### config.mk
export PLATFORM = sky130hd
export DESIGN_NAME = accel_cfg_sequencer
export DESIGN_NICKNAME = d
export VERILOG_FILES = /design/src/rtl/accel_cfg_pkg.sv /design/src/rtl/accel_cfg_sequencer_base_addr_calc.sv /design/src/rtl/accel_cfg_sequencer.sv
export SDC_FILE = /design/constraint.sdc
export NUM_CORES = 1
export LEC_CHECK = 0
export ABC_AREA = 1
export BUFFER_PORTS_ARGS = -buffer_cell sky130_fd_sc_hd__buf_2
export CORE_AREA = 4 4 274 276
export CTS_BUF_LIST = sky130_fd_sc_hd__clkbuf_8
export CTS_CLUSTER_DIAMETER = 40
export DETAILED_ROUTE_END_ITERATION = 7
export DIE_AREA = 0 0 278 280
export SLEW_MARGIN = 5
export SYNTH_ARGS = -nofsm -noshare
export SYNTH_HDL_FRONTEND = slang
export SYNTH_SLANG_ARGS = --single-unit
### constraint.sdc
create_clock -name clk -period 5.8 [get_ports clk]
set_clock_uncertainty 0.1 [all_clocks]
set_input_delay 0.58 -clock clk [delete_from_list [all_inputs] [get_ports clk]]
set_output_delay 0.58 -clock clk [all_outputs]
set_load 0.01 [all_outputs]
### src/rtl/accel_cfg_pkg.sv
// Shared definitions for the accelerator config sequencer: CSR selects,
// command bits, FSM states and CSR field layout.
package accel_cfg_pkg;

    localparam logic [2:0] SEL_MAPPING   = 3'd0;
    localparam logic [2:0] SEL_SHAPE1    = 3'd1;
    localparam logic [2:0] SEL_SHAPE2    = 3'd2;
    localparam logic [2:0] SEL_BIAS_SEL  = 3'd3;
    localparam logic [2:0] SEL_OP_CONFIG = 3'd4;
    localparam logic [2:0] SEL_COMMAND   = 3'd5;

    localparam int unsigned CMD_START_BIT   = 0;
    localparam int unsigned CMD_CLR_ERR_BIT = 1;

    typedef enum logic [1:0] {
        ST_IDLE = 2'd0,
        ST_CALC = 2'd1,
        ST_RUN  = 2'd2,
        ST_DONE = 2'd3
    } state_t;

    // mapping register layout
    localparam int unsigned MAP_T_LSB  = 0;
    localparam int unsigned MAP_R_LSB  = 3;
    localparam int unsigned MAP_Q_LSB  = 6;
    localparam int unsigned MAP_P_LSB  = 9;
    localparam int unsigned MAP_E_LSB  = 12;
    localparam int unsigned MAP_M_LSB  = 17;
    localparam int unsigned MAP_SML_W  = 3;
    localparam int unsigned MAP_E_W    = 5;
    localparam int unsigned MAP_M_W    = 10;

    // shape1 / shape2 register layout
    localparam int unsigned SH1_M_LSB   = 0;
    localparam int unsigned SH1_C_LSB   = 10;
    localparam int unsigned SH1_S_LSB   = 20;
    localparam int unsigned SH1_R_LSB   = 22;
    localparam int unsigned SH1_U_LSB   = 24;
    localparam int unsigned SH1_PAD_LSB = 26;
    localparam int unsigned SH1_SML_W   = 2;
    localparam int unsigned SH2_H_LSB   = 0;
    localparam int unsigned SH2_W_LSB   = 8;
    localparam int unsigned SH2_W_W     = 8;

    // Fields consumed by the base-address datapath
    typedef struct packed {
        logic [MAP_SML_W-1:0] map_t;
        logic [MAP_SML_W-1:0] map_r;
        logic [MAP_SML_W-1:0] map_q;
        logic [MAP_SML_W-1:0] map_p;
        logic [MAP_E_W-1:0]   map_e;
        logic [SH1_SML_W-1:0] shp_u;
        logic [SH1_SML_W-1:0] shp_r;
        logic [SH1_SML_W-1:0] shp_s;
        logic [SH2_W_W-1:0]   shp_w;
    } calc_fields_t;

    function automatic calc_fields_t decode_fields(input logic [31:0] mapping,
                                                   input logic [31:0] shape1,
                                                   input logic [31:0] shape2);
        calc_fields_t f;
        f.map_t = mapping[MAP_T_LSB +: MAP_SML_W];
        f.map_r = mapping[MAP_R_LSB +: MAP_SML_W];
        f.map_q = mapping[MAP_Q_LSB +: MAP_SML_W];
        f.map_p = mapping[MAP_P_LSB +: MAP_SML_W];
        f.map_e = mapping[MAP_E_LSB +: MAP_E_W];
        f.shp_u = shape1[SH1_U_LSB +: SH1_SML_W];
        f.shp_r = shape1[SH1_R_LSB +: SH1_SML_W];
        f.shp_s = shape1[SH1_S_LSB +: SH1_SML_W];
        f.shp_w = shape2[SH2_W_LSB +: SH2_W_W];
        return f;
    endfunction

endpackage

### src/rtl/accel_cfg_sequencer_base_addr_calc.sv
// Six-stage fixed-latency GLB base-address datapath. Fields must stay
// stable from start until the results are captured (active bank is frozen
// while the sequencer is in CALC). valid_c is high in the cycle whose
// closing edge captures the results.
module base_addr_calc
    import accel_cfg_pkg::*;
#(
    parameter int unsigned ADDR_W = 32
) (
    input  logic              clk,
    input  logic              rst_n,
    input  logic              start,
    input  calc_fields_t      fields,
    output logic              valid_c,
    output logic [ADDR_W-1:0] filter_base,
    output logic [ADDR_W-1:0] bias_base,
    output logic [ADDR_W-1:0] opsum_base
);

    logic [5:0]          vld;
    logic [MAP_E_W-1:0]  e_sat;
    logic [ADDR_W-1:0]   s1_h, s1_qr, s1_pt;
    logic [ADDR_W-1:0]   s2_f1, s2_rs;
    logic [ADDR_W-1:0]   s3_filter, s3_b1;
    logic [ADDR_W-1:0]   s4_b2;
    logic [ADDR_W-1:0]   s5_bias;

    // e-1 saturating at zero
    assign e_sat   = (fields.map_e == '0) ? '0 : fields.map_e - MAP_E_W'(1);
    assign valid_c = vld[4];

    // Stage registers, each loaded only when its stage is active
    always_ff @(posedge clk or negedge rst_n) begin
        if (!rst_n) begin
            vld         <= '0;
            s1_h        <= '0;
            s1_qr       <= '0;
            s1_pt       <= '0;
            s2_f1       <= '0;
            s2_rs       <= '0;
            s3_filter   <= '0;
            s3_b1       <= '0;
            s4_b2       <= '0;
            s5_bias     <= '0;
            filter_base <= '0;
            bias_base   <= '0;
            opsum_base  <= '0;
        end else begin
            vld <= {vld[4:0], start};
            if (start) begin
                s1_h  <= ADDR_W'(fields.shp_u) * ADDR_W'(e_sat) + ADDR_W'(fields.shp_r);
                s1_qr <= ADDR_W'(fields.map_q) * ADDR_W'(fields.map_r);
                s1_pt <= ADDR_W'(fields.map_p) * ADDR_W'(fields.map_t);
            end
            if (vld[0]) begin
                s2_f1 <= s1_qr * s1_h;
                s2_rs <= ADDR_W'(fields.shp_r) * ADDR_W'(fields.shp_s);
            end
            if (vld[1]) begin
                s3_filter <= s2_f1 * ADDR_W'(fields.shp_w);
                s3_b1     <= s1_pt * s1_qr;
            end
            if (vld[2]) begin
                s4_b2 <= s3_b1 * s2_rs;
            end
            if (vld[3]) begin
                s5_bias <= s3_filter + s4_b2;
            end
            if (vld[4]) begin
                filter_base <= s3_filter;
                bias_base   <= s5_bias;
                opsum_base  <= s5_bias + (s1_pt << 2);
            end
        end
    end

endmodule

### src/rtl/accel_cfg_sequencer.sv
// Accelerator config sequencer: shadow/active CSR banks, base-address
// datapath, launch FSM and GLB ownership mux.
// Optional macro PERF_CNT_EN adds the run_cycles counter output.
module accel_cfg_sequencer
    import accel_cfg_pkg::*;
#(
    parameter int unsigned ADDR_W = 32,
    parameter int unsigned DATA_W = 32,
    parameter int unsigned WE_W   = 4
) (
    input  logic              clk,
    input  logic              rst_n,
    input  logic              csr_wen,
    input  logic [2:0]        csr_wsel,
    input  logic [DATA_W-1:0] csr_wdata,
    input  logic [WE_W-1:0]   host_we,
    input  logic [WE_W-1:0]   host_re,
    input  logic [ADDR_W-1:0] host_w_addr,
    input  logic [ADDR_W-1:0] host_r_addr,
    input  logic [DATA_W-1:0] host_w_data,
    output logic [DATA_W-1:0] host_r_data,
    input  logic [WE_W-1:0]   ctrl_we,
    input  logic [WE_W-1:0]   ctrl_re,
    input  logic [ADDR_W-1:0] ctrl_w_addr,
    input  logic [ADDR_W-1:0] ctrl_r_addr,
    input  logic [DATA_W-1:0] ctrl_w_data,
    output logic [DATA_W-1:0] ctrl_r_data,
    output logic [WE_W-1:0]   glb_we,
    output logic [WE_W-1:0]   glb_re,
    output logic [ADDR_W-1:0] glb_w_addr,
    output logic [ADDR_W-1:0] glb_r_addr,
    output logic [DATA_W-1:0] glb_w_data,
    input  logic [DATA_W-1:0] glb_r_data,
    output logic [31:0]       act_op_config,
    output logic [31:0]       act_mapping,
    output logic [31:0]       act_shape1,
    output logic [31:0]       act_shape2,
    output logic              act_bias_ipsum_sel,
    output logic [ADDR_W-1:0] filter_base,
    output logic [ADDR_W-1:0] bias_base,
    output logic [ADDR_W-1:0] opsum_base,
    output logic [ADDR_W-1:0] ifmap_base,
    output logic              ctrl_start,
    input  logic              ctrl_done,
    output logic              busy,
    output logic              done,
    output logic              host_err
`ifdef PERF_CNT_EN
    ,
    output logic [31:0]       run_cycles
`endif
);

    state_t      state, state_nxt;
    logic        start_q;
    logic        err_clr;
    logic        pending, pending_nxt;
    logic        err_set, host_err_nxt;
    logic        load_active;
    logic        calc_go;
    logic        calc_valid_c;
    logic        ctrl_owns;
    logic        ctrl_start_nxt, done_nxt, busy_nxt;
    logic [31:0] sh_op_config, sh_mapping, sh_shape1, sh_shape2;
    logic        sh_bias_sel;

    assign ifmap_base = '0;
    assign ctrl_owns  = (state == ST_CALC) || (state == ST_RUN);
    assign err_clr    = csr_wen && (csr_wsel == SEL_COMMAND) && csr_wdata[CMD_CLR_ERR_BIT];

    // Shadow bank and registered start command
    always_ff @(posedge clk or negedge rst_n) begin
        if (!rst_n) begin
            sh_op_config <= '0;
            sh_mapping   <= '0;
            sh_shape1    <= '0;
            sh_shape2    <= '0;
            sh_bias_sel  <= 1'b0;
            start_q      <= 1'b0;
        end else begin
            start_q <= csr_wen && (csr_wsel == SEL_COMMAND) && csr_wdata[CMD_START_BIT];
            if (csr_wen) begin
                case (csr_wsel)
                    SEL_MAPPING:   sh_mapping   <= 32'(csr_wdata);
                    SEL_SHAPE1:    sh_shape1    <= 32'(csr_wdata);
                    SEL_SHAPE2:    sh_shape2    <= 32'(csr_wdata);
                    SEL_BIAS_SEL:  sh_bias_sel  <= csr_wdata[0];
                    SEL_OP_CONFIG: sh_op_config <= 32'(csr_wdata);
                    default:       ;
                endcase
            end
        end
    end

    // Active bank, snapshot of the shadow bank at each launch
    always_ff @(posedge clk or negedge rst_n) begin
        if (!rst_n) begin
            act_op_config      <= '0;
            act_mapping        <= '0;
            act_shape1         <= '0;
            act_shape2         <= '0;
            act_bias_ipsum_sel <= 1'b0;
        end else if (load_active) begin
            act_op_config      <= sh_op_config;
            act_mapping        <= sh_mapping;
            act_shape1         <= sh_shape1;
            act_shape2         <= sh_shape2;
            act_bias_ipsum_sel <= sh_bias_sel;
        end
    end

    base_addr_calc #(.ADDR_W(ADDR_W)) u_calc (
        .clk         (clk),
        .rst_n       (rst_n),
        .start       (calc_go),
        .fields      (decode_fields(act_mapping, act_shape1, act_shape2)),
        .valid_c     (calc_valid_c),
        .filter_base (filter_base),
        .bias_base   (bias_base),
        .opsum_base  (opsum_base)
    );

    // Launch FSM state and registered outputs
    always_ff @(posedge clk or negedge rst_n) begin
        if (!rst_n) begin
            state      <= ST_IDLE;
            pending    <= 1'b0;
            host_err   <= 1'b0;
            calc_go    <= 1'b0;
            ctrl_start <= 1'b0;
            done       <= 1'b0;
            busy       <= 1'b0;
        end else begin
            state      <= state_nxt;
            pending    <= pending_nxt;
            host_err   <= host_err_nxt;
            calc_go    <= load_active;
            ctrl_start <= ctrl_start_nxt;
            done       <= done_nxt;
            busy       <= busy_nxt;
        end
    end

    // Launch FSM next state; a start while busy is queued, a second one is an error
    always_comb begin
        state_nxt   = state;
        pending_nxt = pending;
        err_set     = 1'b0;
        load_active = 1'b0;
        case (state)
            ST_IDLE: begin
                if (start_q) begin
                    state_nxt   = ST_CALC;
                    load_active = 1'b1;
                end
            end
            ST_CALC, ST_RUN: begin
                if (state == ST_CALC && calc_valid_c) begin
                    state_nxt = ST_RUN;
                end
                if (state == ST_RUN && ctrl_done) begin
                    state_nxt = ST_DONE;
                end
                if (start_q) begin
                    if (pending) err_set = 1'b1;
                    else         pending_nxt = 1'b1;
                end
            end
            ST_DONE: begin
                if (start_q && pending) begin
                    err_set = 1'b1;
                end
                if (start_q || pending) begin
                    state_nxt   = ST_CALC;
                    load_active = 1'b1;
                    pending_nxt = 1'b0;
                end else begin
                    state_nxt = ST_IDLE;
                end
            end
            default: state_nxt = ST_IDLE;
        endcase
        if (ctrl_owns && ((host_we != '0) || (host_re != '0))) begin
            err_set = 1'b1;
        end
        host_err_nxt   = err_set ? 1'b1 : (err_clr ? 1'b0 : host_err);
        ctrl_start_nxt = (state == ST_CALC) && (state_nxt == ST_RUN);
        done_nxt       = (state_nxt == ST_DONE);
        busy_nxt       = (state_nxt == ST_CALC) || (state_nxt == ST_RUN);
    end

    // GLB ownership mux, decoded from the registered state
    always_comb begin
        glb_we      = ctrl_owns ? ctrl_we     : host_we;
        glb_re      = ctrl_owns ? ctrl_re     : host_re;
        glb_w_addr  = ctrl_owns ? ctrl_w_addr : host_w_addr;
        glb_r_addr  = ctrl_owns ? ctrl_r_addr : host_r_addr;
        glb_w_data  = ctrl_owns ? ctrl_w_data : host_w_data;
        host_r_data = glb_r_data;
        ctrl_r_data = glb_r_data;
    end

`ifdef PERF_CNT_EN
    // Saturating CALC+RUN cycle counter, cleared at each launch
    always_ff @(posedge clk or negedge rst_n) begin
        if (!rst_n) begin
            run_cycles <= '0;
        end else if (load_active) begin
            run_cycles <= '0;
        end else if (ctrl_owns && (run_cycles != 32'hFFFF_FFFF)) begin
            run_cycles <= run_cycles + 32'd1;
        end
    end
`endif

endmodule
[Yosys cells after proc, flatten, opt, wreduce, memory -nomap -nowiden]
Index checks and enable logic that the tools add are counted.
Operators by class
  bitwise gates (word level): 0
  mux-type cells: 24
  equality and inequality tests: 13
  divide/modulo/power cells: 0
  $mul: 8
  magnitude comparators: 0
  add/subtract/negate cells: 4
  reduce and logical (&&, ||, !) cells: 26
  shifts and indexed selects: 0
Operators by type and width (count)
  two-way mux 32 bit: 3
  adder 32 bit: 1
  adder 32 x 8 -> 32 bit: 1
  multiplier 32 x 8 -> 32 bit: 1
  multiplier 12 x 4 -> 16 bit: 1
  multiplier 6 x 8 -> 14 bit: 1
  multiplier 3 x 3 -> 6 bit: 2
  multiplier 6 x 6 -> 12 bit: 1
  two-way mux 1 bit: 11
  AND reduction 2 bit: 5
  adder 7 x 2 -> 8 bit: 1
  equality test 2 bit, second input constant: 4
  logical AND 1 bit: 8
  two-way mux 4 bit: 2
  nonzero test 4 bit: 2
  multiplier 2 x 5 -> 7 bit: 1
  equality test 3 x 2 -> 1 bit, second input constant: 2
  equality test 3 bit, second input constant: 2
  two-way mux 2 bit: 3
  case mux 1 bit (2 select lines): 3
  case mux 2 bit (3 select lines): 1
  zero test 5 bit: 1
  two-way mux 5 bit: 1
  subtractor 5 x 1 -> 5 bit, second input constant: 1
  10 further kinds: 16
Word-level totals
  logic and storage cells: 106
  output and inout port bits: 429
  input port bits: 279
  memories: 0
  flip-flop bits (word level): 532
  latch bits: 0
  memory bits (writable): 0
  memory bits (read-only): 0

[Longest topological paths before layout]
Gate-level depths: netlist of the first run.
  word-level depth: 7
  mapped depth: 23

[Modules after synthesis]
Synthesis of the first run repeated with hierarchy kept, for this count alone.
Unflattened totals
  cell total of the unflattened synthesis: 3977
  area, all modules: 30107.6 um2
By module, submodules not included
  base_addr_calc: sequential area each 4804.6 um2, cells each 2470, area each 17903.4 um2, instances 1
  accel_cfg_sequencer: sequential area each 6681.4 um2, cells each 1507, area each 12204.2 um2, instances 1

[Worst setup path before layout of the first run]
No wires, ideal clock.
  path kind: reg-to-reg
  from: register act_shape2[15]
  to: register u_calc.s3_filter[21]
  period minus slack after synthesis: 4.288 ns
  data arrival time: 4.070 ns
  slack: 1.512 ns
  required time: 5.582 ns
  stages on the path, launching flop included: 21
  setup time: 0.118 ns
  cell sequence: dfrtp_1 clkbuf_1 nand2_1 fa_1 fa_1 inv_1 fa_1 inv_1 fa_1 inv_1 ha_1 nand2_1 inv_1 nand2_1 nand2_1 nand2_1 nand3_1 nand2_1 nand3_1 nand3_1 nand2_1
Between the ends
  longest elaborated chain between the ends: 1
Ends and longest elaborated chain
  from (decl): line accel_cfg_sequencer.sv:37  | output logic [31:0] act_shape2,
  from (signal assigned): line accel_cfg_sequencer.sv:107  | act_shape2 <= sh_shape2;
  multiplier 32 x 8 -> 32 bit: line accel_cfg_sequencer_base_addr_calc.sv:60  | s3_filter <= s2_f1 * ADDR_W'(fields.shp_w);
  to (signal assigned): line accel_cfg_sequencer_base_addr_calc.sv:60
  to (decl): line accel_cfg_sequencer_base_addr_calc.sv:24  | logic [ADDR_W-1:0] s3_filter, s3_b1;
Every way passes these cells.
A chain may end at the register's enable or synchronous reset.

[Worst setup path in the final report of the first run]
  from: register act_shape2[15]
  to: register u_calc.s3_filter[17]
Same word-level chain as after synthesis.

==> metrics.txt, run 1 <==
Final min period=~4600 ps; via count=~26000; Slew Limit Fails=0; CP Launch Type=register; Slew @ Worst Pin=between 1000 and 1500 ps; max-cap violation count=0; WP data required=6250 ps; Critical Path End Type=register; unrepaired setup endpoints after global routing=false; Worst-Skew Late Latency=710 ps; Num CTS Buffers=88; row count=between 90 and 100; setup TNS=0 ps; largest net degree at the start of global routing=127; routed len/inst=16.5 µm; pwr dens=about 320 nW/µm²; CTS clock-pin slew for the worst setup and hold paths=60 ps; Port-buffer cells=~560; Async SR Flop Fraction=1.00; Leakage=21.4 nW; Crit Path Max Fanout=16; Die Ht=280 µm; die area=roughly 78000 µm²; CTS tree=built; drt total wl=between 80 and 90 mm; final cell count without fillers=5465; final hold vios=0; # fillers=7435; Yosys top cell area share=0.384; final period utilization=0.785; Mapped Cells=about 4000; main area contributors after synthesis=dfrtp_1 38%, nand2_1 22%, fa_1 9.2%; first-pass GRT wire length=142 mm; placed instance count=5299; overall routing resource usage=0.227; Core Box Area=72600 µm²; 1st-pass router iterations=7; Synth cell types=43; H-tree levels=3; Reg area=11500 µm²; Clock Tree Buf Depth=3; Hold Path Class=primary input to register; Vias/cell=4.70; Area Overhead vs Synth=16.3%; Slew Limit Headroom=0.252; vias in the first global route=between 20000 and 30000; DP Wirelength=69.0 mm; maximum vdd drop=around 0.24 mV; clk sinks=between 400 and 500; Initial DRC Count=1633; Post-synth EDFFs=0; Syn Area/Cell=7.53 µm²; Mapped Area=29900 µm²; chip width=between 200 and 300 µm; I/O pins=708; Antenna Nets Post-Route=0; GPL Wtd Cong=0.920; grt ovf=0; area of the multi-input gates=15000 µm²; Crit Path Category=register to register; nets@finish=5009; Initial Utilization=0.413; Root Buffer=clkbuf_8; Post-CTS Setup Bufs=0; ANT cells=0; post-synthesis sequential area ratio=0.384; Arr. time, crit path=5000 ps; final setup fails=0; DRC=0; outcome=completed; Yosys warnings=0; initial antenna violation count=10; share of cells above drive strength 1=0.166; Main synth FF type=dfrtp_1; FMAX=between 200 and 250 MHz; FF+latch count, synth=459; top cell type by total area after synthesis=dfrtp_1
## cell usage after synthesis (8+ instances only)
cell type  count
nand2_1     1756
nor2_1       103
buf_2         14
o21bai_1       8
clkbuf_1      99
ha_1         161
a21oi_1       58
a31oi_1        8
nor3_1        16
nand3b_1      19
buf_6         14
inv_1        544
dfrtp_1      459
nand3_1      122
xnor2_1       21
xor2_1        10
o21ai_0      228
nand4_1       15
buf_4        129
fa_1         138
## per-layer routing
metal,up-vias,GRT usage,share of wire
met3,140,0.0608,0.071
li1,12853,-,-
met4,10,0.0680,0.030
met2,694,0.340,0.43
met5,-,0,0.00069
met1,11983,0.325,0.47
## cell type report
| cell class | count | area share |
|---|---|---|
| clock buffers | 108 | 0.0427 |
| well taps | 959 | 0.0345 |
| clock inverters | 57 | 0.0170 |
| multi-input cells | 2758 | 0.432 |
| repair buffers | 576 | 0.0851 |
| flip-flops and latches | 459 | 0.330 |
| inverters | 548 | 0.0592 |
## per-stage QoR
step	hold slack, ps	instance area [µm²]	power (W)	setup WS [ps]	util
finish	87.3	34800	0.0110	1250	0.480
global route	64.5	34800	0.0117	797	0.480
CTS	9.94	34800	0.0112	1220	0.480
detailed placement	351	32700	0.00742	1260	0.451
global placement	349	32700	0.00740	1300	0.451
floorplan	184	30100	0.00595	1510	-
## logic make-up after synthesis
family / after synthesis / share of synthesized area
compound gates: 329 / 0.0583
xor+xnor: 31 / 0.00907
fa+ha+maj: 299 / 0.160
buf+inv: 811 / 0.122
flops: 459 / 0.384
other cells: 1 / 0.000125
simple gates: 2046 / 0.267
## power by group
part / switching [W] / internal [W] / total (W)
registers: 0.000593 / 0.00378 / 0.00438
clock network: 0.00154 / 0.00214 / 0.00367
logic: 0.00193 / 0.00106 / 0.00299
total: 0.00406 / 0.00698 / 0.0110
## worst paths after layout
check,from,end,slack [ps],cells past startpoint
max in group asynchronous,rst_n,act_shape1[15],3830,3
setup reg to reg,act_shape2[15],u_calc.s3_filter[17],1250,18
setup / recovery,act_shape2[15],u_calc.s3_filter[17],1250,18
min in group asynchronous,rst_n,u_calc.bias_base[12],440,2
hold / removal,csr_wdata[26],sh_mapping[26],90,3
hold reg to reg,u_calc.filter_base[14],u_calc.filter_base[14],360,2
## critical path, cell delays in order, from the launching register on
cell and delay (ps):
dfrtp_1 690, nand2_1 160, fa_1 540, fa_1 540
inv_1 50, fa_1 520, inv_1 50, fa_1 520
inv_1 40, ha_1 340, nand2_1 100, nor2_1 150
nand3_1 90, nand3_1 170, nand2_1 100, nand2_1 70
nand2_1 50, nand3_1 60, nand2_1 70
## flip-flops by register name, summed over array words and instances, names as in the netlist, 7 cells and up
signal and count:
act_shape1 32, u_calc.opsum_base 26, act_shape2 32, sh_shape1 32
u_calc.s2_f1 14, u_calc.s1_h 7, act_op_config 32, u_calc.s5_bias 25
u_calc.filter_base 24, u_calc.s3_b1 12, u_calc.s3_filter 24, sh_op_config 32
sh_mapping 32, u_calc.s4_b2 16, sh_shape2 32, u_calc.bias_base 23
act_mapping 32
## placed cells by master, fill, tap and decap left out, drive strengths merged, types with 2 or more instances in the layout
master    synthesis  layout
fa              138     138
a31oi             8       8
nand4            15      15
o21ai           239     239
o21a              2       2
nand3b           19      19
ha              161     161
nor2            105     105
inv             547     573
bufinv            0       9
clkbuf           99     108
nand2          1757    1757
and2              3       3
dfrtp           459     459
xnor2            21      21
conb              1      53
nand3           123     123
buf             164     575
a21oi            58      58
or2               6       6
clkinv            1      18
a21boi            2       2
clkinvlp          0       5
o22ai             2       2
a21o              4       4
nor3             18      18
xor2             10      10
o21bai            8       8
## repair_timing
| item | 4_1_cts | 5_1_grt |
|---|---|---|
| hold buffers | 1 | 0 |
| gates resized for setup | 0 | 0 |
| hold endpoints to repair | 92 | 0 |
Note: power is estimated with default switching activity, not from simulation.
==> inputs of run 2 (changes only) <==
- clock period: 5.8 -> 4.2 ns (I/O delays scaled with it)
==> metrics.txt, run 2 (synthesis results as in run 1) <==
outcome=completed; 1st-pass router iterations=5 (-2); unrepaired setup endpoints after global routing=true; Vias/cell=4.72 (+0.44%); CP Launch Type=register; first-pass GRT wire length=145 mm (+2.3%); Arr. time, crit path=4640 ps (-360 ps); grt ovf=0 (unchanged); critical-path cell list=buf_6 > nand2_2 > inv_2 > fa_1 > fa_1 > fa_1 > inv_1 > fa_1 > inv_2 > ha_4 > nand2_4 > inv_2 > nand2_1 > nand2_2 > nand2_2 > nand3_4 > buf_4 > xnor2_1 > o21ai_0; Initial Utilization=0.413 (unchanged); GPL Wtd Cong=0.940 (+2.2%); met3 wire length=7.50 mm (+18%); CTS tree=built; I/O pins=708 (unchanged); initial antenna violation count=11 (+1); Buf/Inv on CP=6 (+3); DP Wirelength=72.3 mm (+4.8%); die area=77800 µm² (unchanged); maximum vdd drop=0.328 mV (+39%); nets@finish=5136 (+2.5%); Setup WS post-layout=4.55 ps (-1240 ps); crit-path most repeated cell=fa_1; Crit Path Category=register to register; Final min period=4200 ps (-359 ps); WL met2=41.5 mm (+6.7%); max-cap violation count=0 (unchanged); pre-CTS setup slack=-177 ps (-1440 ps); overall routing resource usage=0.234 (+0.00657); share of cells above drive strength 1=0.205 (+0.0398); row count=99 (unchanged); Slew Limit Fails=0 (unchanged); Antenna Nets Post-Route=0 (unchanged); final cell count without fillers=5585 (+2.2%); Initial DRC Count=1808 (+11%); placed instance count=5366 (+1.3%); CP delay by family, top=adder cells; CTS clock-pin slew for the worst setup and hold paths=60 ps (about the same); most common cell after layout, fill and taps aside=nand2_1; final setup fails=0 (unchanged); Num CTS Buffers=88 (unchanged); Routed met1 length=43.9 mm (+4.6%); vias in the first global route=25273 (-0.095%); Crit Path Max Fanout=6 (-10); routed len/inst=16.9 µm (+2.7%); Die Ht=280 µm (unchanged); Slew @ Worst Pin=1050 ps (-69.7 ps); Worst-Skew Late Latency=690 ps (-20 ps); final hold vios=0 (unchanged); FMAX=238 MHz (+8.6%); Clock Tree Buf Depth=3 (unchanged); most frequent cells in the layout=1715 x nand2_1, 557 x buf_2, 542 x inv_1; H-tree levels=3 (unchanged); pwr dens=420 nW/µm² (+32%); top sig layer=met5; clk sinks=459 (unchanged); Port-buffer cells=558 (unchanged); WP data required=4650 ps (-1600 ps); Slew Limit Headroom=0.301 (+0.0483); drt total wl=94.5 mm (+5.0%); Critical Path End Type=register; Area Overhead vs Synth=21.4%; Hold Path Class=primary input to register; Root Buffer=clkbuf_8; DRC=0 (unchanged); largest net degree at the start of global routing=123 (-3.1%); via count=26360 (+2.6%); Hold WS=115 ps (+27.5 ps); CP max stage delay=520 ps (-170 ps); Leakage=22.1 nW (+3.1%); Core Box Area=72600 µm² (unchanged); chip width=278 µm (unchanged); Slowest-stage cell, CP=fa_1; final period utilization=0.999 (+0.214)
run 2: cell count changes in the layout (fill, tap and decap cells not counted), moves of 17 or more:
| cell | previous run | this run |
|---|---|---|
| buf_4 | 15 | 88 |
| inv_2 | 2 | 24 |
| ha_1 | 160 | 143 |
| dlygate4sd3_1 | 1 | 40 |
| inv_1 | 564 | 542 |
| nand2_2 | 2 | 30 |
| nand2_1 | 1754 | 1715 |
run 2: final cells by class:
type                            count  area [µm²]
Inverter                          548        2070
Timing Repair Buffer              703        4130
Tap cell                          959        1200
Multi-Input combinational cell   2758       15600
Sequential cell                   459       11500
Clock buffer                      100        1380
Antenna cell                        5        12.5
Fill cell                        7181       36200
Clock inverter                     53         487
run 2: worst register-to-register path, cell delays in order (launching register included):
cell and delay [ps]:
dfrtp_2 470, buf_6 150, nand2_2 50, inv_2 40, fa_1 500, fa_1 520, fa_1 510, inv_1 50
fa_1 480, inv_2 40, ha_4 250, nand2_4 100, inv_2 40, nand2_1 100, nand2_2 80, nand2_2 80
nand3_4 80, buf_4 140, xnor2_1 170, o21ai_0 110
run 2: report_power, final:
| part | total [W] | leakage [nW] | internal, W | switching, W |
|---|---|---|---|---|
| Sequential | 0.00596 | 6.10 | 0.00524 | 0.000721 |
| Clock | 0.00470 | 1.03 | 0.00264 | 0.00205 |
| Combinational | 0.00461 | 14.9 | 0.00176 | 0.00285 |
| Total | 0.0153 | 22.1 | 0.00964 | 0.00562 |
run 2: per-stage QoR:
stage | area (µm²) | total power [W] | TNS, ps | util
floorplan | 30100 | 0.00822 | 0 | -
global placement | 33300 | 0.0104 | -657 | 0.459
detailed placement | 33300 | 0.0104 | -1390 | 0.459
CTS | 35800 | 0.0153 | 0 | 0.493
global route | 36300 | 0.0162 | -265 | 0.501
finish | 36300 | 0.0153 | 0 | 0.501
run 2: metal layers:
layer  track usage  vias to the layer above
met4        0.0474                        4
li1              -                    13079
met3        0.0734                      114
met2         0.351                      772
met5       0.00488                        -
met1         0.336                    12391
run 2: final timing paths:
check	cells past startpoint	end	slack [ps]	start
worst max-delay path	19	u_calc.s3_filter[13]	5	act_shape2[13]
max in group asynchronous	3	act_shape1[17]	2700	rst_n
min in group asynchronous	2	u_calc.bias_base[12]	280	rst_n
worst min register to register	2	act_mapping[29]	360	sh_mapping[29]
worst max register to register	19	u_calc.s3_filter[13]	5	act_shape2[13]
worst min-delay path	5	host_err	110	host_we[1]
run 2: repair_timing:
action | CTS | global route
hold buffers | 40 | 0
endpoints found under the setup margin | 15 | 16
pin swaps | 12 | 98
endpoints found under the hold margin | 219 | 0
resized for setup | 36 | 137
setup buffers | 10 | 11
